===== src/rtl/prog_loader.sv =====
// prog_loader: writer side of the nRisc instruction memory.
// Receives a framed program image (LEN, N payload bytes, XOR checksum) over a
// valid/ready byte stream. It writes each payload byte to consecutive
// addresses starting at BASE. The core is held from the start of a load until
// the image has been verified. After a failed load the core stays held until
// a later load succeeds.

module prog_loader #(
    parameter int ADDR_W = 8,
    parameter int DEPTH  = 128,
    parameter int BASE   = 0
) (
    input  logic              ck,
    input  logic              rst_n,
    input  logic              start,
    input  logic              in_valid,
    input  logic [7:0]        in_data,
    output logic              in_ready,
    output logic              mem_we,
    output logic [ADDR_W-1:0] mem_addr,
    output logic [7:0]        mem_wdata,
    output logic              cpu_hold,
    output logic              done,
    output logic              err,
    output logic              busy
);

    typedef enum logic [2:0] {
        S_IDLE,
        S_LEN,
        S_DATA,
        S_CSUM,
        S_DONE,
        S_ERR
    } state_e;

    // Largest image that still fits between BASE and the end of memory.
    localparam int                MAX_LEN   = DEPTH - BASE;
    localparam logic [ADDR_W-1:0] BASE_ADDR = ADDR_W'(BASE);

    state_e            state_q, state_d;
    logic [7:0]        count_q;
    logic [7:0]        csum_q;
    logic [ADDR_W-1:0] next_addr_q;
    logic              mem_we_q;
    logic [ADDR_W-1:0] mem_addr_q;
    logic [7:0]        mem_wdata_q;

    logic accept;
    logic lenBad;

    // in_ready is decoded from state only, so accept never loops back into it.
    assign accept = in_valid && in_ready;
    assign lenBad = (in_data == 8'd0) || (int'(in_data) > MAX_LEN);

    assign mem_we    = mem_we_q;
    assign mem_addr  = mem_addr_q;
    assign mem_wdata = mem_wdata_q;

    // State register; an asynchronous reset abandons any load in progress.
    always_ff @(posedge ck or negedge rst_n) begin
        if (!rst_n) begin
            state_q <= S_IDLE;
        end else begin
            state_q <= state_d;
        end
    end

    // Frame parser: advances only on accepted beats, or on start when not loading.
    always_comb begin
        state_d = state_q;
        unique case (state_q)
            S_IDLE: begin
                if (start) state_d = S_LEN;
            end
            S_LEN: begin
                if (accept) state_d = lenBad ? S_ERR : S_DATA;
            end
            S_DATA: begin
                if (accept && (count_q == 8'd1)) state_d = S_CSUM;
            end
            S_CSUM: begin
                if (accept) state_d = (in_data == csum_q) ? S_DONE : S_ERR;
            end
            S_DONE: begin
                state_d = S_IDLE;
            end
            S_ERR: begin
                if (start) state_d = S_LEN;
            end
            default: begin
                state_d = S_IDLE;
            end
        endcase
    end

    // Status outputs; the core is held in every state except IDLE, including ERR.
    always_comb begin
        in_ready = 1'b0;
        busy     = 1'b0;
        done     = 1'b0;
        err      = 1'b0;
        cpu_hold = 1'b1;
        unique case (state_q)
            S_IDLE: cpu_hold = 1'b0;
            S_LEN, S_DATA, S_CSUM: begin
                in_ready = 1'b1;
                busy     = 1'b1;
            end
            S_DONE:  done = 1'b1;
            S_ERR:   err  = 1'b1;
            default: cpu_hold = 1'b1;
        endcase
    end

    // Datapath: byte counter, running XOR, and the registered memory write port.
    always_ff @(posedge ck or negedge rst_n) begin
        if (!rst_n) begin
            count_q     <= 8'd0;
            csum_q      <= 8'd0;
            next_addr_q <= BASE_ADDR;
            mem_we_q    <= 1'b0;
            mem_addr_q  <= BASE_ADDR;
            mem_wdata_q <= 8'd0;
        end else begin
            mem_we_q <= 1'b0;
            unique case (state_q)
                S_LEN: begin
                    if (accept && !lenBad) begin
                        count_q     <= in_data;
                        next_addr_q <= BASE_ADDR;
                        csum_q      <= 8'd0;
                    end
                end
                S_DATA: begin
                    if (accept) begin
                        mem_we_q    <= 1'b1;
                        mem_addr_q  <= next_addr_q;
                        mem_wdata_q <= in_data;
                        next_addr_q <= next_addr_q + ADDR_W'(1);
                        csum_q      <= csum_q ^ in_data;
                        count_q     <= count_q - 8'd1;
                    end
                end
                default: begin
                end
            endcase
        end
    end

endmodule


===== config.mk =====
export PLATFORM = sky130hd
export DESIGN_NAME = prog_loader
export DESIGN_NICKNAME = d
export VERILOG_FILES = /design/src/rtl/prog_loader.sv
export SDC_FILE = /design/constraint.sdc
export NUM_CORES = 1
export LEC_CHECK = 0
export CAP_MARGIN = 20
export CORE_ASPECT_RATIO = 1.5
export CORE_UTILIZATION = 30
export CTS_BUF_LIST = sky130_fd_sc_hd__clkbuf_4
export CTS_CLUSTER_SIZE = 12
export DETAILED_ROUTE_END_ITERATION = 10
export GPL_TIMING_DRIVEN = 0
export HOLD_SLACK_MARGIN = 0.12
export PLACE_DENSITY = 0.6
export SLEW_MARGIN = 10
export SYNTH_ARGS = -nofsm -noshare
export SYNTH_HDL_FRONTEND = slang
export SYNTH_SLANG_ARGS = --single-unit

===== constraint.sdc =====
create_clock -name ck -period 2.9 [get_ports ck]
set_input_delay 0.58 -clock ck [delete_from_list [all_inputs] [get_ports ck]]
set_output_delay 0.58 -clock ck [all_outputs]
set_load 0.01 [all_outputs]

-- Word-level counts from Yosys, hierarchy flattened
Cells that the tools add are included.
W data, S select, Z words.
- register bits after elaboration: 44
- word-level logic and storage cells: 58
- output and inout bits: 22
- bits of input ports: 12
- mux-type cells: 21
- $add $sub $neg: 2
- magnitude comparators: 1
- bitwise logic cells: 1
- equal/unequal tests: 13
- reductions and logical operators: 13
- operator list (operator ; count):
    $pmux W8 S2 ; 3
    $mux W8 ; 5
    $mux W3 ; 5
    $pmux W3 S4 ; 1
    $ne A2 B2 Y1 const B ; 5
    $add A8 B1 Y8 const B ; 1
    $eq A8 B1 Y1 const B ; 1
    $eq A8 B8 Y1 ; 1
    $gt A8 B8 Y1 const B ; 1
    $logic_not A8 Y1 ; 1
    $sub A8 B1 Y8 const B ; 1
    $xor A8 B8 Y8 ; 1
    $mux W1 ; 7
    $eq A3 B2 Y1 const B ; 2
    $eq A3 B3 Y1 const B ; 2
    $reduce_and A4 Y1 ; 1
    $eq A3 B1 Y1 const B ; 1
    $logic_and A1 B1 Y1 ; 3
    $logic_not A3 Y1 ; 1
    $reduce_and A3 Y1 ; 1
    $reduce_or A3 Y1 ; 1
    $ne A2 B1 Y1 const B ; 1
    $reduce_and A2 Y1 ; 1
    $reduce_bool A2 Y1 ; 1
    other kinds (3) ; 3

-- Longest topological paths before layout
Gate-level depths: netlist (run 1).
- depth in word-level cells: 7
- depth in mapped cells: 8
- mapped depth without buffers: 7

-- Worst setup path before layout (run 1)
No wires, ideal clock.
- path kind: input -> register
- start point: input in_data[2]
- end point: register count_q[0]
- arrival: 1935 ps
- data required time: 2774 ps
- path buffers: 1
- path slack: 839 ps
- setup time: 126 ps
- cell stages on the path: 6
- cell sequence: nor4_2 nand3_1 a211o_1 and2_1 buf_6 a221o_1
- longest elaborated chain between the ends: 6
- elaborated cells on any way between the ends: 7
- classes of those cells: 1 x order compare; 1 x eq/ne; 5 x reduce/logical
- ends and longest elaborated chain (what ; RTL line ; text):
    from (decl) ; 17 ; input logic [7:0] in_data,
    $gt A8 B8 Y1 / $logic_not A8 Y1 (equally long branches) ; 54 ; assign lenBad = (in_data == 8'd0) || (int'(in_data) > MAX_LEN);
    $logic_or A1 B1 Y1 (*) ; 54 ;
    $logic_not A1 Y1 (*) ; 129 ; if (accept && !lenBad) begin
    $logic_and A1 B1 Y1 (*) ; 129 ;
    $ne A2 B2 Y1 (no line) (*) ; -- ;
    $reduce_and A3 Y1 (no line) (*) ; -- ;
    to (signal assigned) ; 130 ; count_q <= in_data;
    to (signal assigned) ; 142 ; count_q <= count_q - 8'd1;
    to (decl) ; 42 ; logic [7:0] count_q;
Mark *: on every way between the ends. The rest lies on a longest branch, timed or not.
A chain may end at the register's enable or synchronous reset.

-- Worst setup path after layout (run 1)
- start point: register state_q[1]
- end point: output in_ready
- longest elaborated chain between the ends: 3
- elaborated cells on any way between the ends: 5
- classes of those cells: 3 x eq/ne; 1 x mux; 1 x reduce/logical
- ends and longest elaborated chain (what ; RTL line ; text):
    from (decl) ; 41 ; state_e state_q, state_d;
    from (signal assigned) ; 65 ; state_q <= state_d;
    $eq A3 B1 Y1 / $eq A3 B2 Y1 (equally long branches) ; 104 ; unique case (state_q)
    $reduce_or A3 Y1 (*) ; 104 ;
    $mux W1 (*) ; 104 ;
    to (decl) ; 18 ; output logic in_ready,
Marked as above.

==> results.yml, run 1 <==
outcome:
  outcome: "finished, final reports clean"
critical_path:
  cp_max_fo: 10
  cp_cell_sequence: "clkbuf_1 -> nor2_1 -> nor2_1 -> buf_4 -> clkdlybuf4s50_1"
  crit_path_end_kind: "primary output"
  start_kind: "flip-flop"
  crit_start: "state_q[1]"
  cp_slowest_cell: "clkdlybuf4s50_1"
  crit_path_frequent_cell: "nor2_1"
  cpPeakStageDelay_ns: 0.53
  worst_ep_required_time_ns: 2.32
  r2r-start: "state_q[0]"
  criticalPathCategory: "flip-flop to primary output"
  critPathArrivalTime_ns: 2.03
place:
  place_inst: 396
  place_congestion: 0.8272
  port_buffers: 33
  dpl.hpwl_um: 4043
final_layout:
  multiInputGateArea_um2: 1090
  area.sequential_um2: 1101
  final_core_util_pct: 38.98
  syn2layout_area_growth_pct: 24.03
  drive_gt1_share_pct: 6.908
  nets: 318
  num-fill-cells: 780
  final_cells: 405
clocking:
  cts-resized-gates: 0
  postCtsHoldBufs: 0
  root_buffer: "clkbuf_4"
  clk_path_buf_depth: 2
  post-cts-setup-buffers: 0
  numCtsBuffers: 5
  htree_levels: 2
  tritoncts: "done"
  clkLatencyLatePin_ns: 0.36
  cts_sinks: 44
  cts.clk_slew.worst_paths_ns: 0.13
route:
  wl_met2_um: 2726
  dr.first_iter.drc_count: 100
  wl_met3_um: 161
  drtAntennaViolNets: 0
  highest_layer: "met4"
  wl_met1_um: 2376
  drcViolationCount: 0
  wl_per_cell_um: 13.36
  num_vias: 2004
  avgViaCountPerCell: 4.948
  dr.pass1.iters: 4
  wl_um: 5412
synthesis:
  synth_flop_cell: "dfrtp_1"
  yosys.cell_count.top_type: "nand2_1"
  synth_top_cell_by_area: "dfrtp_1"
  yosys.area.top_type_share_pct: 47.85
  synth_xor_area_share_pct: 1.142
  synth_compound_area_share_pct: 16.10
  syn-cell-area_um2: 2301
  synth_top_family_by_area: "simple AND/OR/NAND/NOR gates"
  synth_mux_area_share_pct: 1.359
  synth_edf_count: 0
  async_reset_ff_share_pct: 100.0
  synthCells: 262
  yosys-top-cells-area: "dfrtp_1 (48%), nand2_1 (9.6%), nand3_1 (2.8%)"
  synth_cell_types: 46
  synth_area_per_cell_um2: 8.782
  synth-seq-area-share_pct: 47.85
  synth-seq-cells: 44
  synth-simple-area-share_pct: 27.13
  yosysWarnings: 0
  synth_commonest_cells: "nand2_1 (59), dfrtp_1 (44), nor2_1 (17), nand3_1 (13), o21ai_0 (12)"
  synth_nets: 277
  synthAdderAreaFrac_pct: 1.631
global_route:
  antenna_found_initial: 1
  grt_first_pass_wirelength_um: 9183
  grt.total_usage_pct: 15.06
  grt_max_degree: 24
  grt_pass1_vias: 1990
  grt.overflow.total: 0
sta:
  hold_viol: 0
  timing.final.crit_share_pct: 89.85
  slew_violations: 0
  max_freq_mhz: 383.8
  timing.slew.headroom_pct: 57.95
  rsz0062_at_grt: "false"
  worstMarginPinSlew_ns: 0.6294
  setup_viol: 0
  min_period_ns: 2.606
  skew_ns: 0.006266
floorplan:
  ioPinCount: 34
  initial_core_util_pct: 31.43
  rows: 38
  die_y_um: 109.3
  die_x_um: 73.51
  die_area_um2: 8031
  coreArea_um2: 7322
power_and_ir_drop:
  peakVddDrop_uv: 290.8
  power.density_nw_per_um2: 827.4
  p_leak_nw: 1.332
hold_path:
  hold_path.class: "input pin to asynchronous set/reset pin"
job:
  drv_cap: 0
cells in the final DEF (no fill, tap or decap), drive strengths merged, types with 4 or more instances in the layout:
master          n
nand2          59
dfrtp          44
clkdlybuf4s50  32
nor2           17
clkbuf         14
nand3          13
o21ai          13
a21oi          11
buf             9
inv             8
a21o            8
nor3            7
nand3b          5
nor2b           5
a31oi           5
nand2b          4
o22a            4
cells by family (layout without fill, tap and decap cells):
logic type | count (synthesis) | after routing
buffers and inverters | 23 | 65
AOI/OAI and AO/OA | 56 | 56
xor gates and xnor gates | 3 | 3
muxes | 3 | 3
and+or+nand+nor | 130 | 130
other | 0 | 1
DFF | 44 | 44
adders and majority gates | 3 | 3
stage by stage:
step           TNS [ns]  power [W]  hold WS [ns]  setup slack (ns)  cell area [um2]
2_1_floorplan         0   0.001567        0.2844            0.8393             2301
3_3_place_gp     -1.046   0.001970        0.4579          -0.02566             2756
3_5_place_dp          0   0.001988        0.4618           0.05174             2771
4_1_cts               0   0.002386        0.1766            0.2646             2851
5_1_grt               0   0.002544        0.2053            0.1278             2854
6_report              0   0.002361        0.1635            0.2944             2854
worst max-delay path: cells and delay by family, from the launching register on:
| family | cells | cell delay (ns) |
|---|---|---|
| and+or+nand+nor | 2 | 0.23 |
| DFF | 1 | 0.43 |
| buffers and inverters | 3 | 1.01 |
state kept, by name, summed over array words and instances (netlist names):
signal / flops
state_q: 3
csum_q: 8
mem_wdata: 8
next_addr_q: 8
mem_we: 1
mem_addr: 8
count_q: 8
routing by layer:
metal | up-vias | track usage, %
met5 | - | 0
met2 | 33 | 25.36
li1 | 1005 | -
met1 | 953 | 17.68
met4 | 0 | 8.654
met3 | 13 | 2.680
where the power goes:
| group | leakage [nW] | switching [W] | internal [W] |
|---|---|---|---|
| registers | 0.571 | 0.000175 | 0.000822 |
| clock network | 0.0457 | 0.000205 | 0.000190 |
| logic | 0.715 | 0.000472 | 0.000496 |
layout make-up:
type	count	share of cell area, %
flip-flops and latches	44	38.58
multi-input cells	195	38.19
repair buffers	34	12.10
well taps	100	4.384
plain buffers	15	2.806
clock buffers	6	1.578
clock inverters	2	1.228
inverters	8	1.052
diodes	1	0.08768
path summary, 6_finish.rpt:
kind / slack, ns / end / depth (start not counted)
min reg2reg: 0.48 / mem_addr[2] / 2
max: 0.29 / in_ready / 5
max in group asynchronous: 2.23 / state_q[0] / 2
min: 0.16 / mem_addr[3] / 1
min in group ck: 0.48 / mem_addr[2] / 2
max reg2reg: 0.64 / mem_addr[4] / 8
Power figures use the tool's default switching activity.
==> inputs of run 2 (changes only) <==
--- a/config.mk
+++ b/config.mk
@@ -11,9 +11,10 @@
 export CTS_BUF_LIST = sky130_fd_sc_hd__clkbuf_4
 export CTS_CLUSTER_SIZE = 12
 export DETAILED_ROUTE_END_ITERATION = 10
+export DONT_BUFFER_PORTS = 1
 export GPL_TIMING_DRIVEN = 0
 export HOLD_SLACK_MARGIN = 0.12
-export PLACE_DENSITY = 0.6
+export PLACE_DENSITY = 0.55
 export SLEW_MARGIN = 10
 export SYNTH_ARGS = -nofsm -noshare
 export SYNTH_HDL_FRONTEND = slang
==> run 2 against run 1 <==
  * Wire length up 4.3%
  * Clock power increased by 19%
  * Cell count fell by 8.4%
  * Fmax is 15% higher
  * Sequential share of layout area grew 4.4 points
  * Combinational power decreased by 28%
  * Power fell by 6.1%
  * Critical path depth is 3 higher
  * Register-to-register slack hardly changed
  * Die area did not move
  * Critical endpoint is now mem_addr[2]
  * Largest cell class unchanged
  * Highest routed layer unchanged
==> results.yml, run 2 (same netlist as run 1, synthesis figures left out) <==
sta:
  slew_violations: 0
  timing.final.crit_share_pct: 78.38
  setup_viol: 0
  min_period_ns: 2.273
  hold_viol: 0
  layout_setup_ws_ns: 0.6271
  max_freq_mhz: 440.0
  skew_ns: 0.01573
  timing.slew.headroom_pct: 58.89
  worstMarginPinSlew_ns: 0.6153
  rsz0062_at_grt: "false"
  setup_tns_ns: 0
floorplan:
  die_y_um: 109.3
  die_x_um: 73.51
  coreArea_um2: 7322
  rows: 38
  ioPinCount: 34
  initial_core_util_pct: 31.43
  die_area_um2: 8031
clocking:
  clk_path_buf_depth: 2
  clkLatencyLatePin_ns: 0.37
  numCtsBuffers: 5
  post-cts-setup-buffers: 0
  cts.clk_slew.worst_paths_ns: 0.14
  cts_sinks: 44
  tritoncts: "done"
  htree_levels: 2
  root_buffer: "clkbuf_4"
route:
  drcViolationCount: 0
  dr.first_iter.drc_count: 87
  wl_um: 5646
  dr.pass1.iters: 4
  drtAntennaViolNets: 0
  num_vias: 1901
  wl_per_cell_um: 15.22
  avgViaCountPerCell: 5.124
critical_path:
  reg2reg_depth: 8
  crit_path_end_kind: "flip-flop"
  criticalPathCategory: "flip-flop to flip-flop"
  crit_start: "state_q[0]"
  crit_end: "mem_addr[2]"
  r2r-start: "state_q[0]"
  cp_max_fo: 10
  start_kind: "flip-flop"
  critPathArrivalTime_ns: 2.59
  worst_ep_required_time_ns: 3.21
  r2r-end: "mem_addr[2]"
  ff2ff_setup_slack_ns: 0.63
global_route:
  grt_max_degree: 45
  grt.total_usage_pct: 15.73
  grt.overflow.total: 0
  grt_first_pass_wirelength_um: 9480
  antenna_found_initial: 0
  grt_pass1_vias: 1906
place:
  place_inst: 362
  place_congestion: 0.7962
  placed_cell_area_um2: 2426
  port_buffers: 0
  dpl.hpwl_um: 4009
  pre_cts_ws_ns: 0.6193
power_and_ir_drop:
  peakVddDrop_uv: 289.4
  power.density_nw_per_um2: 866.1
  p_leak_nw: 1.222
hold_path:
  hold_path.class: "input pin to flip-flop"
  hold_start: "in_data[0]"
final_layout:
  nets: 286
  design_area_um2: 2561
  diodes: 0
  syn2layout_area_growth_pct: 11.31
  layout_common_cells: "nand2_1 (59), dfrtp_1 (44), nor2_1 (17), nand3_1 (13), o21ai_0 (12)"
  final_cells: 371
  final_common_cell: "nand2_1"
  num-fill-cells: 793
  drive_gt1_share_pct: 7.011
job:
  drv_cap: 0
outcome:
  outcome: "finished, final reports clean"
run 2: worst max-delay path, cell delays in order, from the launching register on:
cell and delay (ns):
dfrtp_1 0.39, buf_2 0.18, nor3b_1 0.55, nand2_1 0.16
inv_1 0.27, buf_2 0.29, buf_2 0.25, nand2_1 0.08
nand2_1 0.06
run 2: worst min-delay path by stage:
stage | end | slack (ns) | cells past startpoint
floorplan | count_q[0] | 0.28 | 0
global placement | mem_addr[3] | 0.29 | 0
detailed placement | mem_addr[3] | 0.29 | 0
CTS | mem_wdata[0] | 0.29 | 2
global route | mem_wdata[4] | 0.29 | 2
finish | mem_wdata[0] | 0.30 | 2
run 2: cell type report:
type	instances	area [um2]	area share, %
multi-input combinational	195	1090	42.55
buffer	15	80.08	3.127
timing repair buffer	2	37.54	1.466
clock buffer	5	37.54	1.466
clock inverter	2	60.06	2.345
tap	100	125.1	4.885
sequential	44	1101	42.99
inverter	8	30.03	1.172
run 2: metal layers:
layer / global-route usage, % / wire (um) / vias to the layer above / part of all wire, %
met2: 25.95 / 2743 / 45 / 49
li1: - / - / 928 / -
met5: 0 / 0 / - / 0
met1: 18.46 / 2409 / 915 / 43
met4: 8.242 / 177 / 0 / 3.1
met3: 4.067 / 316 / 13 / 5.6
run 2: timing repair:
action                                 4_1_cts  5_1_grt
gates resized for setup                      0        0
endpoints found under the hold margin       44        0
hold buffers                                 2        0
run 2: per-stage QoR:
stage	power [W]	hold slack (ns)	util (%)
5_1_grt	0.002389	0.2865	34.98
4_1_cts	0.002247	0.2850	34.98
3_3_place_gp	0.001729	0.2869	33.13
3_5_place_dp	0.001746	0.2862	33.13
6_report	0.002218	0.2956	34.98
2_1_floorplan	0.001567	0.2844	-
run 2: power breakdown:
group / internal (W) / total, W / switching (W) / leakage (nW)
Clock: 0.000264 / 0.000472 / 0.000208 / 0.0513
Combinational: 0.000304 / 0.000697 / 0.000393 / 0.599
Sequential: 0.000823 / 0.00105 / 0.000227 / 0.571
Total: 0.00139 / 0.00222 / 0.000828 / 1.22
==> inputs of run 3 (changes only) <==
--- a/config.mk
+++ b/config.mk
@@ -14,7 +14,7 @@
 export DONT_BUFFER_PORTS = 1
 export GPL_TIMING_DRIVEN = 0
 export HOLD_SLACK_MARGIN = 0.12
-export PLACE_DENSITY = 0.55
+export PLACE_DENSITY = 0.56
 export SLEW_MARGIN = 10
 export SYNTH_ARGS = -nofsm -noshare
 export SYNTH_HDL_FRONTEND = slang
==> constraint.sdc (replaced) <==
create_clock -name ck -period 1.8 [get_ports ck]
set_input_delay 0.36 -clock ck [delete_from_list [all_inputs] [get_ports ck]]
set_output_delay 0.36 -clock ck [all_outputs]
set_load 0.01 [all_outputs]
==> run 3 against run 2 <==
  * Power is 59% higher
  * Cell count is 4.0% higher
  * Combinational power is 95% higher
  * Sequential share of layout area is 2.8 points lower
  * Register-to-register slack worse by 0.57 ns
  * Largest power group unchanged
  * Global-route usage is 0.39 points lower
==> results.yml, run 3 (same netlist as run 1, synthesis figures left out) <==
outcome:
  outcome: "finished, final reports clean"
power_and_ir_drop:
  switching_share_pct: 39.10
  power_frac_clock_pct: 13.5
  p_seq_share_pct: 48.0
  finalPower_w: 0.003529
  peakVddDrop_uv: 358.3
  p_leak_nw: 1.314
  comb_power_share_pct: 38.5
  p_switching_w: 0.001380
  internal_power_w: 0.002149
  power.density_nw_per_um2: 1287
critical_path:
  cp_cell_sequence: "clkbuf_4 -> or3_1"
  worst_ep_required_time_ns: 1.44
  criticalPathCategory: "flip-flop to primary output"
  crit_path_end_kind: "primary output"
  cpPeakStageDelay_ns: 0.42
  ff2ff_setup_slack_ns: 0.06
  critPathArrivalTime_ns: 1.39
  crit_start: "state_q[1]"
  r2r-end: "csum_q[3]"
  r2r-start: "state_q[0]"
  reg2reg_depth: 7
  start_kind: "flip-flop"
  cp_max_fo: 10
  cp_slowest_cell: "dfrtp_1"
  crit_end: "cpu_hold"
global_route:
  grt_first_pass_wirelength_um: 9252
  antenna_found_initial: 0
  grt_max_degree: 45
  grt.total_usage_pct: 15.34
  grt_pass1_vias: 1832
  grt.overflow.total: 0
sta:
  max_freq_mhz: 570.8
  setup_tns_ns: 0
  timing.slew.headroom_pct: 78.20
  skew_ns: 0.01423
  layout_setup_ws_ns: 0.04816
  slew_violations: 0
  rsz0062_at_grt: "true"
  worstMarginPinSlew_ns: 0.3244
  min_period_ns: 1.752
  hold_viol: 0
  timing.final.crit_share_pct: 97.32
  hold_ws_ns: 0.1576
  setup_viol: 0
clocking:
  numCtsBuffers: 5
  cts.clk_slew.worst_paths_ns: 0.13
  tritoncts: "done"
  root_buffer: "clkbuf_4"
  cts_sinks: 44
  htree_levels: 2
  clk_path_buf_depth: 2
  clkLatencyLatePin_ns: 0.37
floorplan:
  rows: 38
  ioPinCount: 34
  die_area_um2: 8031
  die_y_um: 109.3
  coreArea_um2: 7322
  initial_core_util_pct: 31.43
  die_x_um: 73.51
job:
  drv_cap: 0
final_layout:
  drive_gt1_share_pct: 14.69
  nets: 301
  final_common_cell: "nand2_1"
  layout_common_cells: "nand2_1 (58), dfrtp_1 (44), nor2_1 (16), nand3_1 (13), buf_4 (12)"
  syn2layout_area_growth_pct: 19.14
  diodes: 0
place:
  port_buffers: 0
  pre_cts_ws_ns: -0.4861
  dpl.hpwl_um: 4050
  place_congestion: 0.8563
route:
  wl_per_cell_um: 15.02
  wl_um: 5796
  drtAntennaViolNets: 0
  dr.pass1.iters: 4
  avgViaCountPerCell: 5.054
  num_vias: 1951
  dr.first_iter.drc_count: 137
  drcViolationCount: 0
hold_path:
  hold_path.class: "input pin to flip-flop"
run 3: power groups by stage:
stage	sequential [W]	combinational, W	clock, W
floorplan	0.00163	0.000891	0
global placement	0.00170	0.00109	0
detailed placement	0.00171	0.00111	0
CTS	0.00169	0.00129	0.000505
global route	0.00174	0.00151	0.000547
finish	0.00169	0.00136	0.000476
run 3: layout make-up:
| type | instances | area (um2) |
|---|---|---|
| Tap cell | 100 | 125.1 |
| Multi-Input combinational cell | 195 | 1144 |
| Clock inverter | 1 | 5.005 |
| Sequential cell | 44 | 1101 |
| Clock buffer | 6 | 45.04 |
| Inverter | 8 | 32.53 |
| Timing Repair Buffer | 17 | 170.2 |
| Fill cell | 776 | 4581 |
| Buffer | 15 | 118.9 |
run 3: worst max-delay path, delay by kind of cell (launching register included):
family | cells | cell delay (ns)
buffers and inverters | 1 | 0.19
DFF | 1 | 0.42
and+or+nand+nor | 1 | 0.41
run 3: timing repair:
action / 4_1_cts / 5_1_grt
endpoints found under the setup margin: 47 / 37
pin swaps: 1 / 2
resized for setup: 20 / 17
hold buffers: 9 / 1
endpoints found under the hold margin: 51 / 1
buffers inserted: 5 / 2
run 3: how the worst min path moves through the flow:
stage / from / end / slack (ns) / cells past startpoint
finish: in_data[4] / csum_q[4] / 0.16 / 2
global route: in_data[4] / csum_q[4] / 0.17 / 2
CTS: in_data[0] / count_q[0] / 0.12 / 1
detailed placement: rst_n / mem_addr[4] / 0.07 / 0
global placement: rst_n / mem_addr[4] / 0.07 / 0
floorplan: rst_n / count_q[0] / 0.06 / 0
run 3: stage by stage:
stage,cell area [um2],instances,util [%]
after floorplan,2310,262,-
after global placement,2435,362,33.25
after detailed placement,2435,362,33.25
after CTS,2686,383,36.69
after global routing,2741,386,37.44
final,2741,386,37.44
run 3: metal layers:
| layer | share of wire [%] | GRT usage, % | vias to the layer above |
|---|---|---|---|
| met1 | 42 | 17.98 | 933 |
| met3 | 3.4 | 3.050 | 9 |
| met4 | 2.4 | 6.181 | 0 |
| met2 | 52 | 26.87 | 37 |
| met5 | 0 | 0 | - |
| li1 | - | - | 972 |
